[src/rtl/inst_fetch.sv]
`default_nettype none
// ============================================================================
// Module   : inst_fetch
// Purpose  : Requests words from the synchronous instruction ROM and buffers up to
//            two {pc, inst} pairs for decode. Supports branch/jump redirect.
// Option   : IF_HALT_ON_ZERO_EN - stop fetching when an all-zero word returns
// Revision : 1.0 - initial release
// ============================================================================
module inst_fetch #(
   parameter logic [31:0] RESET_PC = 32'h0000_0000,
   parameter logic [31:0] PC_STEP  = 32'd4
) (
   input  logic        clk_50,
   input  logic        rst_n,
   output logic [31:0] mem_addr,
   input  logic [31:0] mem_inst,
   input  logic        redirect_valid,
   input  logic [31:0] redirect_pc,
   input  logic        id_ready,
   output logic        if_valid,
   output logic [31:0] if_inst,
   output logic [31:0] if_pc,
   output logic        halted
);

   logic [31:0] r_fetch_pc;
   logic        r_inflight_v;
   logic [31:0] r_inflight_pc;
   logic [1:0]  r_count;
   logic        r_head;
   logic [31:0] r_fifo_pc   [2];
   logic [31:0] r_fifo_inst [2];

   logic        w_pop;
   logic        w_push;
   logic        w_issue;
   logic        w_tail;
   logic [2:0]  w_occ;
   logic        w_halt_set;
   logic        w_halted;
   logic        w_unused_ok;

   assign w_unused_ok = &{1'b0, redirect_pc[1:0]};

`ifdef IF_HALT_ON_ZERO_EN
   logic r_halt;

   // A zero word marks the end of the program: it is dropped rather than buffered.
   assign w_halt_set = r_inflight_v & (mem_inst == 32'h0000_0000);

   always_ff @(posedge clk_50 or negedge rst_n) begin
      if (!rst_n)
         r_halt <= 1'b0;
      else if (redirect_valid)
         r_halt <= 1'b0;
      else if (w_halt_set)
         r_halt <= 1'b1;
   end

   assign w_halted = r_halt;
`else
   assign w_halt_set = 1'b0;
   assign w_halted   = 1'b0;
`endif

   assign w_pop  = (r_count != 2'd0) & id_ready;
   assign w_push = r_inflight_v & ~redirect_valid & ~w_halt_set & ~w_halted;
   assign w_tail = r_head ^ r_count[0];

   // Occupancy after this edge counting the outstanding read; never exceeds 2.
   assign w_occ   = {1'b0, r_count} + {2'b00, r_inflight_v} - {2'b00, w_pop};
   assign w_issue = ~redirect_valid & ~w_halted & ~w_halt_set & (w_occ < 3'd2);

   always_ff @(posedge clk_50 or negedge rst_n) begin
      if (!rst_n) begin
         r_fetch_pc    <= RESET_PC;
         r_inflight_v  <= 1'b0;
         r_inflight_pc <= 32'h0000_0000;
         r_count       <= 2'd0;
         r_head        <= 1'b0;
      end else if (redirect_valid) begin
         r_fetch_pc   <= {redirect_pc[31:2], 2'b00};
         r_inflight_v <= 1'b0;
         r_count      <= 2'd0;
         r_head       <= 1'b0;
      end else begin
         r_inflight_v <= w_issue;
         if (w_issue) begin
            r_inflight_pc <= r_fetch_pc;
            r_fetch_pc    <= r_fetch_pc + PC_STEP;
         end
         if (w_pop)
            r_head <= ~r_head;
         r_count <= r_count + {1'b0, w_push} - {1'b0, w_pop};
      end
   end

   always_ff @(posedge clk_50) begin
      if (w_push) begin
         r_fifo_pc[w_tail]   <= r_inflight_pc;
         r_fifo_inst[w_tail] <= mem_inst;
      end
   end

   a_no_overflow: assert property (@(posedge clk_50) disable iff (!rst_n)
      !(w_push && (r_count == 2'd2)));

   assign mem_addr = r_fetch_pc;
   assign if_valid = (r_count != 2'd0);
   assign if_inst  = if_valid ? r_fifo_inst[r_head] : 32'h0000_0000;
   assign if_pc    = if_valid ? r_fifo_pc[r_head]   : 32'h0000_0000;
   assign halted   = w_halted;

endmodule
`default_nettype wire
[config.mk]
export PLATFORM = sky130hd
export DESIGN_NAME = inst_fetch
export DESIGN_NICKNAME = d
export VERILOG_FILES = /design/src/rtl/inst_fetch.sv
export SDC_FILE = /design/constraint.sdc
export NUM_CORES = 1
export LEC_CHECK = 0
export CORE_MARGIN = 5
export CORE_UTILIZATION = 45
export DETAILED_ROUTE_END_ITERATION = 6
export PLACE_DENSITY_LB_ADDON = 0.12
export RECOVER_POWER = 100
export SLEW_MARGIN = 5
export SYNTH_ARGS = -nofsm -noshare
export SYNTH_HDL_FRONTEND = slang
export SYNTH_SLANG_ARGS = --single-unit
[constraint.sdc]
create_clock -name clk_50 -period 4.3 [get_ports clk_50]
set_input_delay 0.43 -clock clk_50 [delete_from_list [all_inputs] [get_ports clk_50]]
set_output_delay 0.43 -clock clk_50 [all_outputs]
set_load 0.1 [all_outputs]
After elaboration in Yosys (flattened, before gate mapping)
Memories as Yosys holds them, arrays and structs flattened.
Index checks and enable logic that the tools add are counted.
- logic and storage cells: 33
- memories: 2
- memory bits (writable): 128
- output and inout bits: 98
- flip-flop bits (word level): 68
- bitwise logic cells: 6
- magnitude comparators: 1
- reductions and logical operators: 4
- multiplexer cells: 10
- $add $sub $neg: 5
- memory list (memory ; depth ; width ; read ports ; clocked after memory_dff ; write ports ; RTL line ; RTL):
    r_fifo_inst ; 2 ; 32 ; 1 ; 0 ; 1 ; 32 ; logic [31:0] r_fifo_inst [2];
    r_fifo_pc ; 2 ; 32 ; 1 ; 0 ; 1 ; 31 ; logic [31:0] r_fifo_pc [2];
- operator list (kind ; number):
    2-to-1 mux 32 bit ; 4
    adder 32 x 3 -> 32 bit (second input constant) ; 1
    nonzero test 2 bit ; 3
    2-to-1 mux 1 bit ; 5
    adder 2 x 1 -> 3 bit ; 1
    AND 1 bit ; 3
    less-than comparator 3 x 2 -> 1 bit (second input constant) ; 1
    subtractor 3 x 1 -> 3 bit ; 1
    adder 2 x 1 -> 2 bit ; 1
    2-to-1 mux 2 bit ; 1
    NOT 1 bit ; 2
    AND reduction 2 bit ; 1
    subtractor 2 x 1 -> 2 bit ; 1
    bitwise XOR 1 bit ; 1

Depth between registers and ports, before layout
- depth after elaboration: 7
- mapped depth: 11
- gate-level depth less buffers: 7

Worst setup path after synthesis
Ideal clock, no wire load.
- path type: input to register
- from: input port redirect_valid
- to: memory r_fifo_inst[1][0] (enable)
- stages: 4
- path slack: 263 ps
- arrival: 3555 ps
- required time: 3818 ps
- path through: inv_1 > clkbuf_1 > nand2_1 > nor2_1
- longest elaborated chain between the ends: 4
- RTL lines (element ; RTL line ; RTL):
    start, declared ; 17 ; input logic redirect_valid,
    NOT 1 bit (no source line) ; -- ;
    AND 1 bit ; 67 ; assign w_push = r_inflight_v & ~redirect_valid & ~w_halt_set & ~w_halted;
    2-to-1 mux 1 bit ; 99 ; if (w_push) begin
    2-to-1 mux 1 bit (implied by the code) ; 101 ; r_fifo_inst[w_tail] <= mem_inst;
    end, declared ; 32 ;
Every way passes these cells.

Worst setup path in the final report
- from: register r_head
- to: output port if_pc[31]
- longest elaborated chain between the ends: 2
- RTL lines (element ; RTL line ; RTL):
    start, declared ; 30 ; logic r_head;
    start signal, assigned ; 93 ; r_head <= ~r_head;
    memory read (2 x 32 bit) ; -- ;
    2-to-1 mux 32 bit ; 111 ; assign if_pc = if_valid ? r_fifo_pc[r_head] : 32'h0000_0000;
    end, declared ; 22 ; output logic [31:0] if_pc,
Every way passes these cells.

==> summary.txt <==
CTS
  • Clock latency on the worst-skew pair: approximately 420 ps
  • H-tree Lvls: 4
  • Root buf cell: clkbuf_16
  • Max clock buf depth: 2
  • Cts hold-fix bufs: 0
  • Setup Fix Bufs, Post-CTS: 0
  • Reg clk slew, reported paths: around 70 ps
  • CTS tree: yes
  • CTS sink cnt: 188
  • CTS buffer count: 17
  • Post-CTS resize count: 0

STA
  • Final Hold Vio Count: 0
  • Tmin final: 3700 ps
  • TNS Setup: 0 ps
  • Fin Hold WS: around 120 ps
  • Fin crit share: 0.861
  • Setup Skew: between 6 and 7 ps
  • Slew HR: -0.0277
  • Fmax: ~270 MHz
  • RSZ-0062 raised after global routing: no
  • Slew @ Worst Pin: between 1500 and 2000 ps
  • Count of final setup violators: 0
  • Max Transition Viols Final: 63

Drt
  • DRC: 0
  • Vias per inst: 5.35
  • Post-DRT Antenna Nets: 0
  • Final wirelength: about 18,000 um
  • Drt first pass iters: 7
  • Drt wl/cell: 18.3 um
  • Drt initial violations: 369
  • DR vias: between 5k and 6k

Logic synthesis
  • Seq/Total Area, Yosys: 0.674
  • Asr flop ratio synth: 0.340
  • Synthesized area: 7900 um^2
  • Synth top area share: 0.471
  • Avg Inst Size Synth: about 14 um^2
  • Library cells used by synthesis: 41
  • Synth Instances: around 580
  • Synth Flop Type: edfxtp_1
  • Synthesized flop and latch total: 188
  • Synth area leader: edfxtp_1
  • Largest cells by area after synthesis: edfxtp_1, dfrtp_1, mux2i_1
  • Number of flops mapped to enable cells by yosys: about 120
  • Synthesis Warnings: 0

Global routing
  • First-pass GRT wire length: approximately 28,000 um
  • Grt ovf: 0
  • Pin count of the biggest net entering global routing: 65
  • Vias in the first global route: between 5k and 6k
  • Initial antenna violation count: 0
  • All-Layer GR Usage: 0.177

Placement
  • DP Wirelength: between 10,000 and 15,000 um
  • GPL Wtd Cong: 0.824
  • I/O Buffers: 158

Floorplanning
  • Core box area: 17,200 um^2
  • Die H: around 140 um
  • I/O pin total: about 170
  • Effective utilization at floorplan: 0.458
  • Die Width: ~140 um
  • Row count: between 40 and 50
  • Die area: a little over 20,000 um^2

Critical path
  • Critical path type: reg2out
  • CP Launch Type: register
  • Required time worst endpoint: ~3900 ps
  • Worst Setup End Kind: output port
  • Largest fanout on the critical path: 64
  • Reg2reg setup slack: roughly 640 ps
  • WP data arrival: between 3000 and 4000 ps

Pwr
  • Sw frac: 0.481
  • Pleak: 3.74 nW
  • Internal power: about 4.2 mW
  • Flop pwr share: 0.353
  • Maximum vdd ir drop: about 430 uV
  • Switching pwr: 3.85 mW
  • Power Total: ~8.0 mW
  • Total power divided by cell area: 785 nW/um^2
  • Logic pwr share: 0.468
  • Clk pwr share: 0.179

Status
  • Status: finished with violations
  • Failing checks: max-capacitance violations, max-slew violations

Cells and area
  • Multi-input logic area: ~2400 um^2
  • Nets: 805
  • Share of cells above drive strength 1: 0.0924
  • Area grow syn2layout: 29.1%
  • Number of diodes: 0
  • Sequential cell area: 5330 um^2
  • Fill count: 1,359

Worst hold path
  • Hold Crit Class: in2async

Run
  • Max-cap violations: 1
[worst max-delay path, cell delays in order, from the launching register on]
cell and delay (ps):
dfrtp_4 1220, mux2i_1 230, nor2_1 150, dlygate4sd3_1 1220
[cell usage after synthesis, drive strengths merged (4+ instances only)]
master,count
nor2b,6
edfxtp,124
clkbuf,26
nand4,8
nor2,82
or4,21
xnor2,5
o31ai,13
nor3,4
a31oi,12
nand3,22
mux2,26
o21ai,20
dfrtp,64
nand2,29
mux2i,63
inv,8
buf,10
a22oi,4
xor2,9
[stage by stage]
step	setup WS (ps)	area, um^2	instances	util
2_1_floorplan	263	7920	587	-
3_3_place_gp	763	9690	940	0.562
3_5_place_dp	696	9690	940	0.562
4_1_cts	603	10200	972	0.594
5_1_grt	370	10200	972	0.592
6_report	597	10200	972	0.592
[power by group through the flow]
stage / registers [mW] / logic, mW / clock network (mW)
CTS: 2.82 / 3.93 / 1.47
global route: 2.88 / 3.93 / 1.55
finish: 2.82 / 3.75 / 1.43
global placement: 2.83 / 3.90 / 0
floorplan: 3.00 / 2.77 / 0
detailed placement: 2.86 / 3.92 / 0
[state kept, by name (all words and copies together) (netlist names)]
signal and cells:
mem_addr 30, r_inflight_v 1, r_fifo_inst 64, r_head 1, r_count 2, r_inflight_pc 30
r_fifo_pc 60
[layout make-up]
type / count / area share
multi-input cells: 355 / 0.235
clock buffers: 23 / 0.0469
flip-flops and latches: 188 / 0.522
inverters: 8 / 0.00294
repair buffers: 164 / 0.159
clock inverters: 9 / 0.00626
well taps: 225 / 0.0276
[logic make-up (layout without fill, tap and decap cells)]
group	count (synthesis)	in the layout	synth area share
other	1	5	0.000475
flip-flops	188	188	0.674
multiplexers	89	89	0.117
XOR/XNOR	14	14	0.0179
buffers and inverters	44	204	0.0253
AND/OR/NAND/NOR	189	189	0.116
adder cells (fa/ha/maj)	3	3	0.00570
AO/OA/AOI/OAI	55	55	0.0439
[cell usage in the layout, fill, tap and decap left out, drive strengths merged, types with 2 or more instances in the layout]
master	n
o31ai	13
nand2	29
a22oi	4
clkbuf	25
nor3	4
xor2	9
a31oi	12
or4	21
dfrtp	64
nor2b	6
mux2i	63
clkinvlp	3
and4	2
clkdlybuf4s50	32
buf	5
conb	5
inv	9
o211ai	3
or3	3
or2	3
nand3	22
and3	2
o21ai	20
clkinv	5
mux2	26
xnor2	5
ha	2
nor4	3
nand4	8
nor2	82
edfxtp	124
dlygate4sd3	125
[routing by layer]
metal,vias to the layer above,share of wire,GRT usage
met5,-,0,0
met4,0,0.019,0.0610
met3,23,0.050,0.0417
met2,151,0.51,0.298
met1,2575,0.42,0.225
li1,2447,-,-
[worst paths after layout]
path                                               from                             to  cells past startpoint
min                                               rst_n  r_inflight_pc[15]$_DFFE_PN0P_                      1
min in group clk_50        r_inflight_pc[7]$_DFFE_PN0P_      r_fifo_pc[0][7]$_DFFE_PP_                      0
max reg2reg                        r_count[1]$_DFF_PN0_  r_inflight_pc[22]$_DFFE_PN0P_                      7
max in group asynchronous                         rst_n             r_head$_DFFE_PN0P_                      1
min reg2reg                r_inflight_pc[7]$_DFFE_PN0P_      r_fifo_pc[0][7]$_DFFE_PP_                      0
max                                  r_head$_DFFE_PN0P_                      if_pc[31]                      3
(Power assumes the default switching activity.)
